### src/rtl/bk_add_pkg.sv
// Shared definitions for the multi-precision Brent-Kung adder stage.
package bk_add_pkg;

    localparam int WORD_W = 16;

    typedef logic [WORD_W-1:0] word_t;

    typedef enum logic {
        ST_IDLE   = 1'b0,
        ST_ACTIVE = 1'b1
    } state_t;

endpackage

### src/rtl/bk_add16_ci.sv
// 16-bit Brent-Kung prefix adder with carry-in, purely combinational.
// The carry-in is folded into the bit-0 generate term, so every group
// generate G[i:0] already accounts for it.
module bk_add16_ci
    import bk_add_pkg::*;
(
    input  word_t a,
    input  word_t b,
    input  logic  cin,
    output word_t sum,
    output logic  cout
);

    word_t p_bit;
    word_t g_bit;
    word_t g_pre;
    word_t p_pre;
    word_t carry_in;

    // Bit-level propagate/generate, with the carry-in absorbed into bit 0
    always_comb begin
        p_bit    = a ^ b;
        g_bit    = a & b;
        g_bit[0] = (a[0] & b[0]) | (p_bit[0] & cin);
    end

    // Brent-Kung up-sweep then down-sweep to form all prefix generates
    always_comb begin
        g_pre = g_bit;
        p_pre = p_bit;
        for (int l = 0; l < 4; l++) begin
            for (int i = (2 << l) - 1; i < WORD_W; i += (2 << l)) begin
                g_pre[i] = g_pre[i] | (p_pre[i] & g_pre[i - (1 << l)]);
                p_pre[i] = p_pre[i] & p_pre[i - (1 << l)];
            end
        end
        for (int l = 2; l >= 0; l--) begin
            for (int i = (2 << l) - 1 + (1 << l); i < WORD_W; i += (2 << l)) begin
                g_pre[i] = g_pre[i] | (p_pre[i] & g_pre[i - (1 << l)]);
                p_pre[i] = p_pre[i] & p_pre[i - (1 << l)];
            end
        end
    end

    // Carry into each bit is the prefix generate of all bits below it
    always_comb begin
        carry_in = {g_pre[WORD_W-2:0], cin};
        sum      = p_bit ^ carry_in;
        cout     = g_pre[WORD_W-1];
    end

endmodule

### src/rtl/bk_mp_add_seq.sv
// Sequential multi-precision adder: streams 16-bit operand words LSW first,
// chains the inter-word carry in a register and emits registered sum words.
// Optional macro BKADD_SUB_EN adds an in_sub port that turns the transaction
// into A-B (out_cout then means "no borrow").
module bk_mp_add_seq
    import bk_add_pkg::*;
#(
    parameter int MAX_WORDS = 8
) (
    input  logic        clk,
    input  logic        rst,
    input  logic        in_valid,
    output logic        in_ready,
    input  logic [15:0] in_a,
    input  logic [15:0] in_b,
    input  logic        in_last,
`ifdef BKADD_SUB_EN
    input  logic        in_sub,
`endif
    output logic        out_valid,
    input  logic        out_ready,
    output logic [15:0] out_sum,
    output logic        out_last,
    output logic        out_cout,
    output logic        len_err,
    output logic        busy
);

    localparam int CNT_W = $clog2(MAX_WORDS) + 1;

    state_t           state;
    logic [CNT_W-1:0] count;
    logic             carry;
    logic             accept;
    logic             first_word;
    logic             at_max;
    logic             word_last;
    logic             sub_now;
    logic             cin;
    word_t            b_eff;
    word_t            sum;
    logic             c_next;

    assign in_ready   = !out_valid || out_ready;
    assign accept     = in_valid && in_ready;
    assign first_word = (count == '0);
    assign at_max     = (count == CNT_W'(MAX_WORDS - 1));
    assign word_last  = in_last || at_max;
    assign busy       = (count != '0);

`ifdef BKADD_SUB_EN
    logic sub_reg;

    assign sub_now = first_word ? in_sub : sub_reg;

    // Latch the subtract mode on the first word and keep it for the transaction
    always_ff @(posedge clk) begin
        if (rst) begin
            sub_reg <= 1'b0;
        end else if (accept && first_word) begin
            sub_reg <= in_sub;
        end
    end
`else
    assign sub_now = 1'b0;
`endif

    assign b_eff = sub_now ? ~in_b : in_b;
    assign cin   = first_word ? sub_now : carry;

    bk_add16_ci u_add (
        .a    (in_a),
        .b    (b_eff),
        .cin  (cin),
        .sum  (sum),
        .cout (c_next)
    );

    // Transaction FSM, carry chain and registered output word
    always_ff @(posedge clk) begin
        if (rst) begin
            state     <= ST_IDLE;
            count     <= '0;
            carry     <= 1'b0;
            out_valid <= 1'b0;
            out_sum   <= '0;
            out_last  <= 1'b0;
            out_cout  <= 1'b0;
            len_err   <= 1'b0;
        end else begin
            len_err <= 1'b0;
            if (accept) begin
                out_valid <= 1'b1;
                out_sum   <= sum;
                out_last  <= word_last;
                out_cout  <= word_last ? c_next : 1'b0;
                len_err   <= at_max && !in_last;
                if (word_last) begin
                    state <= ST_IDLE;
                    count <= '0;
                    carry <= 1'b0;
                end else begin
                    state <= ST_ACTIVE;
                    count <= count + CNT_W'(1);
                    carry <= c_next;
                end
            end else if (out_valid && out_ready) begin
                out_valid <= 1'b0;
            end
        end
    end

endmodule

### config.mk
export PLATFORM = sky130hd
export DESIGN_NAME = bk_mp_add_seq
export DESIGN_NICKNAME = d
export VERILOG_FILES = /design/src/rtl/bk_add_pkg.sv /design/src/rtl/bk_add16_ci.sv /design/src/rtl/bk_mp_add_seq.sv
export SDC_FILE = /design/constraint.sdc
export NUM_CORES = 1
export LEC_CHECK = 0
export CAP_MARGIN = 30
export CORE_ASPECT_RATIO = 1.2
export CORE_MARGIN = 2
export CORE_UTILIZATION = 40
export CTS_CLUSTER_DIAMETER = 50
export DETAILED_ROUTE_END_ITERATION = 10
export PLACE_DENSITY = 0.74
export SLEW_MARGIN = 20
export SYNTH_ARGS = -nofsm -noshare
export SYNTH_HDL_FRONTEND = slang
export SYNTH_HIERARCHICAL = 1
export SYNTH_SLANG_ARGS = --single-unit
### constraint.sdc
create_clock -name clk -period 3 [get_ports clk]
set_input_delay 0.3 -clock clk [delete_from_list [all_inputs] [get_ports clk]]
set_output_delay 0.3 -clock clk [all_outputs]
set_load 0.05 [all_outputs]
* Word-level counts from Yosys, hierarchy flattened *
Index checks and enable logic that the tools add are counted.

word-level totals
  flip-flop bits (word level) = 25

operators by class
  add/sub/neg operators = 1
  eq/ne operators = 1
  mux-type cells = 6
  bitwise gates (word level) = 70
  reduce and logical (&&, ||, !) cells = 11

operators by type and width
  operator                                                               count
  1-bit AND                                                              39
  16-bit XOR                                                             2
  1-bit OR                                                               27
  16-bit AND                                                             1
  1-bit two-way mux                                                      5
  4-bit by 1-bit adder with 4-bit output, second input constant          1
  4-bit by 3-bit equality test with 1-bit output, second input constant  1
  4-bit zero test                                                        1
  4-bit two-way mux                                                      1
  4-bit nonzero test                                                     1
  1-bit logical AND                                                      3
  1-bit zero test                                                        2
  1-bit logical OR                                                       2
  2-bit nonzero test                                                     1
  2-bit OR reduction                                                     1
  1-bit NOT                                                              1

* Longest topological paths before layout *
Gate-level depths: netlist (run 1).

  depth in word-level cells = 17
  gate-level depth with buffers = 16
  mapped depth without buffers = 16

* Modules after synthesis *
Netlist (run 1), hierarchy kept.

modules (own cells, without submodules)
  module         instances  cells an instance  area an instance (um^2)
  bk_mp_add_seq  1          120                952.2
  bk_add16_ci    1          73                 669.4

* Least setup slack after synthesis (run 1) *
No wires, ideal clock.

  path kind = register -> register
  start point = register count[0]
  end point = register out_sum[15]
  library setup time = 132 ps
  arrival time = 3030 ps
  data required time = 2868 ps
  setup slack = -162 ps
  stages on the path, launching flop included = 17
  buffers on the path = 0
  clock period less this slack = 3162 ps
  cells stage by stage = dfxtp_1 -> inv_1 -> ha_1 -> nand2_1 -> and2_1 -> inv_1 -> fa_1 -> inv_1 -> fa_1 -> a211oi_2 -> o211ai_2 -> a41oi_2 -> a21oi_1 -> fa_1 -> xor2_1 -> nand2_1 -> a21oi_1

between the ends
  word-level cells in the longest chain between the ends = 17

RTL lines
  what                      RTL line              text
  start: declaration        bk_mp_add_seq.sv:32   logic [CNT_W-1:0] count;
  start signal: assignment  bk_mp_add_seq.sv:104  count <= count + CNT_W'(1);
  4-bit zero test           bk_mp_add_seq.sv:46   assign first_word = (count == '0);
  1-bit two-way mux         bk_mp_add_seq.sv:69   assign cin = first_word ? sub_now : carry;
  named net cin             bk_mp_add_seq.sv:39   logic cin;
  1-bit AND                 bk_add16_ci.sv:24     g_bit[0] = (a[0] & b[0]) | (p_bit[0] & cin);
  1-bit OR                  bk_add16_ci.sv:24
  1-bit AND                 bk_add16_ci.sv:33     g_pre[i] = g_pre[i] | (p_pre[i] & g_pre[i - (1 << l)]);
  1-bit OR                  bk_add16_ci.sv:33
  1-bit AND                 bk_add16_ci.sv:33
  [3 not listed]            --
  1-bit AND                 bk_add16_ci.sv:39     g_pre[i] = g_pre[i] | (p_pre[i] & g_pre[i - (1 << l)]);
  1-bit OR                  bk_add16_ci.sv:39
  1-bit AND                 bk_add16_ci.sv:39
  1-bit OR                  bk_add16_ci.sv:39
  1-bit AND                 bk_add16_ci.sv:39
  1-bit OR                  bk_add16_ci.sv:39
  16-bit XOR                bk_add16_ci.sv:48     sum = p_bit ^ carry_in;
  named net sum[15]         bk_mp_add_seq.sv:41   word_t sum;
  end signal: assignment    bk_mp_add_seq.sv:94   out_sum <= sum;
  end: declaration          bk_mp_add_seq.sv:22   output logic [15:0] out_sum,

The timed path passes the listed nets, and every way through them passes these cells.
A chain may end at the register's enable or synchronous reset.

* Worst setup path after layout (run 1) *
  start point = register count[0]
  end point = register out_sum[14]

between the ends
  word-level cells in the longest chain between the ends = 15

RTL lines
  what               RTL line
  4-bit zero test    bk_mp_add_seq.sv:46
  1-bit two-way mux  bk_mp_add_seq.sv:69
  named net cin      bk_mp_add_seq.sv:39
  1-bit AND          bk_add16_ci.sv:24
  1-bit OR           bk_add16_ci.sv:24
  1-bit AND          bk_add16_ci.sv:33
  1-bit OR           bk_add16_ci.sv:33
  1-bit AND          bk_add16_ci.sv:33
  1-bit OR           bk_add16_ci.sv:33
  1-bit AND          bk_add16_ci.sv:33
  1-bit OR           bk_add16_ci.sv:33
  1-bit AND          bk_add16_ci.sv:39
  1-bit OR           bk_add16_ci.sv:39
  1-bit AND          bk_add16_ci.sv:39
  1-bit OR           bk_add16_ci.sv:39
  16-bit XOR         bk_add16_ci.sv:48
  named net sum[14]  bk_mp_add_seq.sv:41

The timed path passes the listed nets, and every way through them passes these cells.

==> impl_metrics.py, run 1 <==
metrics = {
    "status": {
        "status": "finished clean",
    },
    "grt": {
        "grt_pass1_wl_um": 6150,
        "grt_max_degree": 26,
        "grt_pass1_vias": 1428,
        "antenna_found_initial": 0,
        "overflow": 0,
        "grtUsageTotal": 0.164,
    },
    "cells_and_area": {
        "drive_gt1_frac": 0.147,
        "design_area_sq_mm": 0.00242,
        "utilization": 0.620,
        "diodes": 0,
        "nNetsFinal": 321,
        "area_delta_synth_final_pct": 49.4,
        "final_cell_count_no_fill": 312,
    },
    "power": {
        "switchingPower_mw": 0.344,
        "power_mw": 0.966,
        "p_sw_frac": 0.356,
        "power_per_cell_area_mw_per_mm2": 399,
        "p_clk_frac": 0.214,
        "cell_internal_pwr_mw": 0.622,
        "seq_power_share": 0.383,
        "p_comb_frac": 0.403,
        "power.leakage_nw": 0.993,
        "peakVddDrop_v": 0.000185,
    },
    "critical_path": {
        "crit_chain": "inv_2, ha_4, nand2_4, and2_4, inv_2, fa_2, inv_2, fa_2, a211oi_4, o211ai_2, a41oi_2, a21oi_2, fa_2, nand2_1, a21oi_1",
        "crit_path_start": "count[0]",
        "cp_max_fo": 3,
        "crit_type": "reg2reg",
        "cp-start-kind": "flop",
        "cp.required_ns": 3.21,
        "reg2reg_from": "count[0]",
        "arrival_ns": 3.12,
        "slowest_delay_ns": 0.52,
        "end_kind": "flop",
        "crit_slowest_cell": "fa_2",
    },
    "sta": {
        "skew_ns": 0.00748,
        "worst_pin_slew_ns": 0.792,
        "rsz0062_at_grt": "yes",
        "timing.final.ws_setup_ns": 0.0941,
        "slew_viol_final": 0,
        "final.min_clock_period_ns": 2.91,
        "max_freq_mhz": 344,
        "finalHoldViolCount": 0,
        "fin_crit_sh": 0.969,
        "setup_viol": 0,
        "max-slew-margin-rel": 0.472,
    },
    "drt": {
        "vias_per_cell": 4.88,
        "wl_met1_um": 1520,
        "via_count": 1521,
        "postRouteAntennaNets": 0,
        "finalWirelength_um": 3690,
        "wl_met3_um": 163,
        "drt-wirelength-per-cell_um": 11.8,
        "drc": 0,
        "drt-initial-drc-count": 53,
        "topRoutingLayerUsed": "met4",
        "route.met2.wl_um": 1990,
        "first_pass_iters": 4,
    },
    "clocking": {
        "cts.hold.buffers_added": 0,
        "htreeDepth": 1,
        "clk_latency_ns": 0.27,
        "clock-sinks": 25,
        "cts_tree": "yes",
        "cts_buffer_depth": 2,
        "root_buffer": "clkbuf_8",
        "numCtsBuffers": 3,
        "clk_pin_slew_worst_paths_ns": 0.10,
    },
    "synthesis": {
        "ys_seq_area_frac": 0.309,
        "synthCells": 193,
        "avgSynthCellArea_sq_um": 8.40,
        "synth-main-ff-cell": "dfxtp_1",
        "ys_ff_latch": 25,
        "postSynth.asyncResetShare": 0,
        "syn-cell-area_sq_mm": 0.00162,
        "synth_edf_count": 0,
        "ys_warn_count": 6,
        "syn-num-nets": 255,
        "synth.distinct_cells": 33,
    },
    "floorplan": {
        "die_area_sq_mm": 0.00458,
        "core-area_sq_mm": 0.00391,
        "ios": 59,
        "num_rows": 25,
        "die_h_um": 73.7,
        "start_util": 0.415,
        "die_w_um": 62.1,
    },
    "place": {
        "placed_area_sq_mm": 0.00230,
        "dp_cells": 305,
        "globalplace.congestion": 0.824,
        "numPortBuffers": 58,
        "place_ws_ns": -0.0740,
        "hpwlAfterDp_um": 2930,
    },
    "min_path": {
        "hold_start": "out_sum[3]",
        "holdCritPathClass": "reg2reg",
    },
    "flow_run": {
        "max_cap_violations": 0,
    },
}
==> worst paths after layout <==
kind | end | slack, ns | cells past startpoint
min | out_sum[3] | 0.46 | 2
min reg2reg | out_sum[3] | 0.46 | 2
max reg2reg | out_sum[14] | 0.09 | 15
max | out_sum[14] | 0.09 | 15
==> layout make-up <==
class                           count  area [sq um]
Clock buffer                        3          41.3
Clock inverter                      1          7.51
Fill cell                         353          1490
Inverter                           17          63.8
Multi-Input combinational cell    144          1080
Sequential cell                    25           503
Tap cell                           54          67.6
Timing Repair Buffer               68           663
==> Yosys cell counts, drive strengths merged (2+ instances only) <==
library cell,number,area share
a211oi,3,0.017
a21o,4,0.019
a21oi,28,0.086
and2,2,0.0077
buf,4,0.012
clkbuf,3,0.0069
dfxtp,25,0.31
fa,9,0.11
ha,16,0.12
inv,17,0.039
nand2,43,0.10
nand2b,2,0.0077
nand3,6,0.019
nor2,6,0.014
o211ai,3,0.020
o21a,3,0.015
o21ai,4,0.012
xnor2,2,0.011
xor2,5,0.027
==> worst max-delay path, delay by kind of cell (launching register included) <==
family                   cells  cell delay, ns
adder cells (fa/ha/maj)      4            1.24
flip-flops                   1            0.33
AND/OR/NAND/NOR              3            0.21
buffers and inverters        3            0.16
AO/OA/AOI/OAI                5            0.90
==> cells by family (layout without fill, tap and decap cells) <==
| group | after synthesis | count (layout) | synth area share |
|---|---|---|---|
| buf+inv | 24 | 89 | 0.0586 |
| fa+ha+maj | 25 | 25 | 0.235 |
| simple gates | 64 | 64 | 0.169 |
| compound gates | 48 | 48 | 0.191 |
| xor+xnor | 7 | 7 | 0.0378 |
| flops | 25 | 25 | 0.309 |
==> power by group through the flow <==
stage	Clock, mW	Sequential (mW)	Combinational [mW]
2_1_floorplan	0	0.459	0.155
4_1_cts	0.213	0.370	0.380
3_3_place_gp	0	0.377	0.369
3_5_place_dp	0	0.378	0.376
5_1_grt	0.223	0.374	0.426
6_report	0.206	0.370	0.390
==> registers in the layout (all words and copies together), names as in the netlist <==
name and flops:
carry 1, count 4, len_err 1, out_cout 1, out_last 1, out_sum 16
out_valid 1
==> timing repair <==
item / in CTS / in global routing
gates resized for setup: 5 / 12
pin swaps: 7 / 12
endpoints found under the setup margin: 3 / 4
buffers inserted: 0 / 2
hold endpoints to repair: 0 / 0
==> placed cells by master, fill, tap and decap left out, types with 3 or more instances in the layout <==
cell type        Yosys  final
o21ai_0              3      3
ha_1                16     15
dfxtp_1             25     23
clkbuf_8             0      3
inv_1               17     13
a21oi_1             28     26
clkdlybuf4s50_1      0     58
fa_2                 0      4
nand3_1              6      6
nand2_1             43     42
nor2_1               6      5
xor2_1               5      5
a21o_1               3      3
inv_2                0      4
fa_1                 9      5
buf_4                0      9
==> metrics by stage <==
step	hold WS, ns	setup TNS [ns]
after floorplan	0.427	0
after global placement	0.441	0
after detailed placement	0.446	-0.118
after CTS	0.459	0
after global routing	0.471	-0.210
final	0.456	0
==> layer usage <==
metal  vias up  GRT usage
li1        774          -
met1       701      0.185
met2        42      0.331
met3         4     0.0291
met4         0     0.0222
met5         -          0
(Power assumes the default switching activity.)
==> run 2, diff against run 1 <==
Settings changed: CORE_UTILIZATION 40 to 45, PLACE_DENSITY 0.74 to 0.79.
Clock period 3 ns to 2.95 ns, I/O delays scaled along.
==> run 2 against run 1 <==
  * The flow now finishes with violations (DRC)
  * Sequential share of layout area up 0.097 points
  * Register-to-register slack worse by 0.06 ns
  * Total power up 2.1%
  * Hold slack better by 0.0026 ns
  * Critical path type unchanged
  * Largest cell class unchanged
==> impl_metrics.py, run 2 (synthesis gave the netlist of run 1 again) <==
metrics = {
    "critical_path": {
        "cp-start-kind": "flop",
        "cp.required_ns": 3.17,
        "end_kind": "flop",
        "arrival_ns": 3.13,
        "cp_max_fo": 3,
        "crit_type": "reg2reg",
    },
    "place": {
        "hpwlAfterDp_um": 2860,
        "globalplace.congestion": 0.785,
        "place_ws_ns": -0.0405,
        "numPortBuffers": 58,
    },
    "sta": {
        "max-slew-margin-rel": 0.582,
        "slew_viol_final": 0,
        "fin_tns_setup_ns": 0,
        "final.min_clock_period_ns": 2.91,
        "max_freq_mhz": 343,
        "setup_viol": 0,
        "timing.final.ws_setup_ns": 0.0386,
        "fin_crit_sh": 0.987,
        "skew_ns": 0.00737,
        "finalHoldViolCount": 0,
        "rsz0062_at_grt": "yes",
        "worst_pin_slew_ns": 0.627,
    },
    "clocking": {
        "htreeDepth": 1,
        "numCtsBuffers": 3,
        "clk_latency_ns": 0.27,
        "root_buffer": "clkbuf_8",
        "clock-sinks": 25,
        "cts_buffer_depth": 2,
        "cts_tree": "yes",
        "clk_pin_slew_worst_paths_ns": 0.09,
    },
    "floorplan": {
        "die_w_um": 58.8,
        "start_util": 0.478,
        "core-area_sq_mm": 0.00340,
        "die_h_um": 69.8,
        "die_area_sq_mm": 0.00410,
        "num_rows": 23,
        "ios": 59,
    },
    "drt": {
        "drt-wirelength-per-cell_um": 12.4,
        "finalWirelength_um": 3660,
        "drt-initial-drc-count": 36,
        "via_count": 1536,
        "postRouteAntennaNets": 0,
        "drc": 5,
        "vias_per_cell": 5.19,
        "first_pass_iters": 7,
    },
    "power": {
        "power_per_cell_area_mw_per_mm2": 409,
        "peakVddDrop_v": 0.000213,
        "power.leakage_nw": 0.994,
        "power_mw": 0.987,
    },
    "cells_and_area": {
        "final_cell_mix": "clkdlybuf4s50_1, nand2_1, a21oi_1",
        "diodes": 0,
        "final_common_cell": "clkdlybuf4s50_1",
        "largest_reg_flops": 16,
        "area_delta_synth_final_pct": 48.7,
        "drive_gt1_frac": 0.162,
        "reg.largest.list": "out_sum x16, count x4",
        "top_register": "out_sum",
        "nNetsFinal": 322,
    },
    "grt": {
        "grt_pass1_vias": 1574,
        "antenna_found_initial": 0,
        "grtUsageTotal": 0.189,
        "grt_max_degree": 26,
        "grt_pass1_wl_um": 6230,
        "overflow": 0,
    },
    "flow_run": {
        "max_cap_violations": 0,
    },
    "status": {
        "violations": "DRC",
        "status": "finished with violations",
    },
    "min_path": {
        "holdCritPathClass": "reg2reg",
    },
}
[run 2: routing by layer]
layer / track usage / part of all wire
met2: 0.341 / 0.52
met1: 0.220 / 0.42
met3: 0.0261 / 0.056
met5: 0 / 0
met4: 0.0657 / 0.0087
[run 2: worst paths after layout]
check	endpoint	slack, ns	start	depth (start not counted)
worst max-delay path	out_sum[15]	0.04	count[1]	16
worst min-delay path	out_sum[3]	0.46	out_sum[3]	2
worst max register to register	out_sum[15]	0.04	count[1]	16
worst min register to register	out_sum[3]	0.46	out_sum[3]	2
[run 2: power by group]
part	switching, mW	leakage, nW	internal [mW]
combinational	0.225	0.767	0.175
sequential	0.0130	0.206	0.363
clock	0.114	0.0217	0.0957
total	0.352	0.994	0.635
[run 2: metrics by stage]
stage | util | instance area [sq um] | cells | hold slack [ns]
detailed placement | 0.675 | 2290 | 290 | 0.442
CTS | 0.696 | 2360 | 296 | 0.454
global route | 0.710 | 2410 | 296 | 0.484
finish | 0.710 | 2410 | 296 | 0.458
floorplan | - | 1630 | 193 | 0.424
global placement | 0.675 | 2290 | 290 | 0.439
[run 2: final cells by class]
type / count / area (sq um)
timing repair buffer: 69 / 663
multi-input combinational: 144 / 1090
sequential: 25 / 503
fill: 272 / 985
clock buffer: 3 / 41.3
clock inverter: 1 / 7.51
inverter: 17 / 63.8
tap: 37 / 46.3
[run 2: repair_timing]
action / CTS / global route
buffers inserted: 2 / 0
pin swaps: 2 / 14
setup endpoints to repair: 2 / 6
gates resized for setup: 3 / 17
hold buffers: 0 / 0
[run 2: critical path: stages (launching register included)]
cell	delay [ns]
dfxtp_2	0.33
inv_2	0.06
ha_4	0.13
nand2_4	0.04
and2_4	0.13
inv_2	0.05
fa_2	0.19
inv_2	0.04
fa_2	0.38
a211oi_4	0.25
o211ai_2	0.14
a41oi_2	0.27
a21oi_2	0.10
fa_2	0.36
xor2_1	0.16
nand2_1	0.09
a21oi_2	0.13
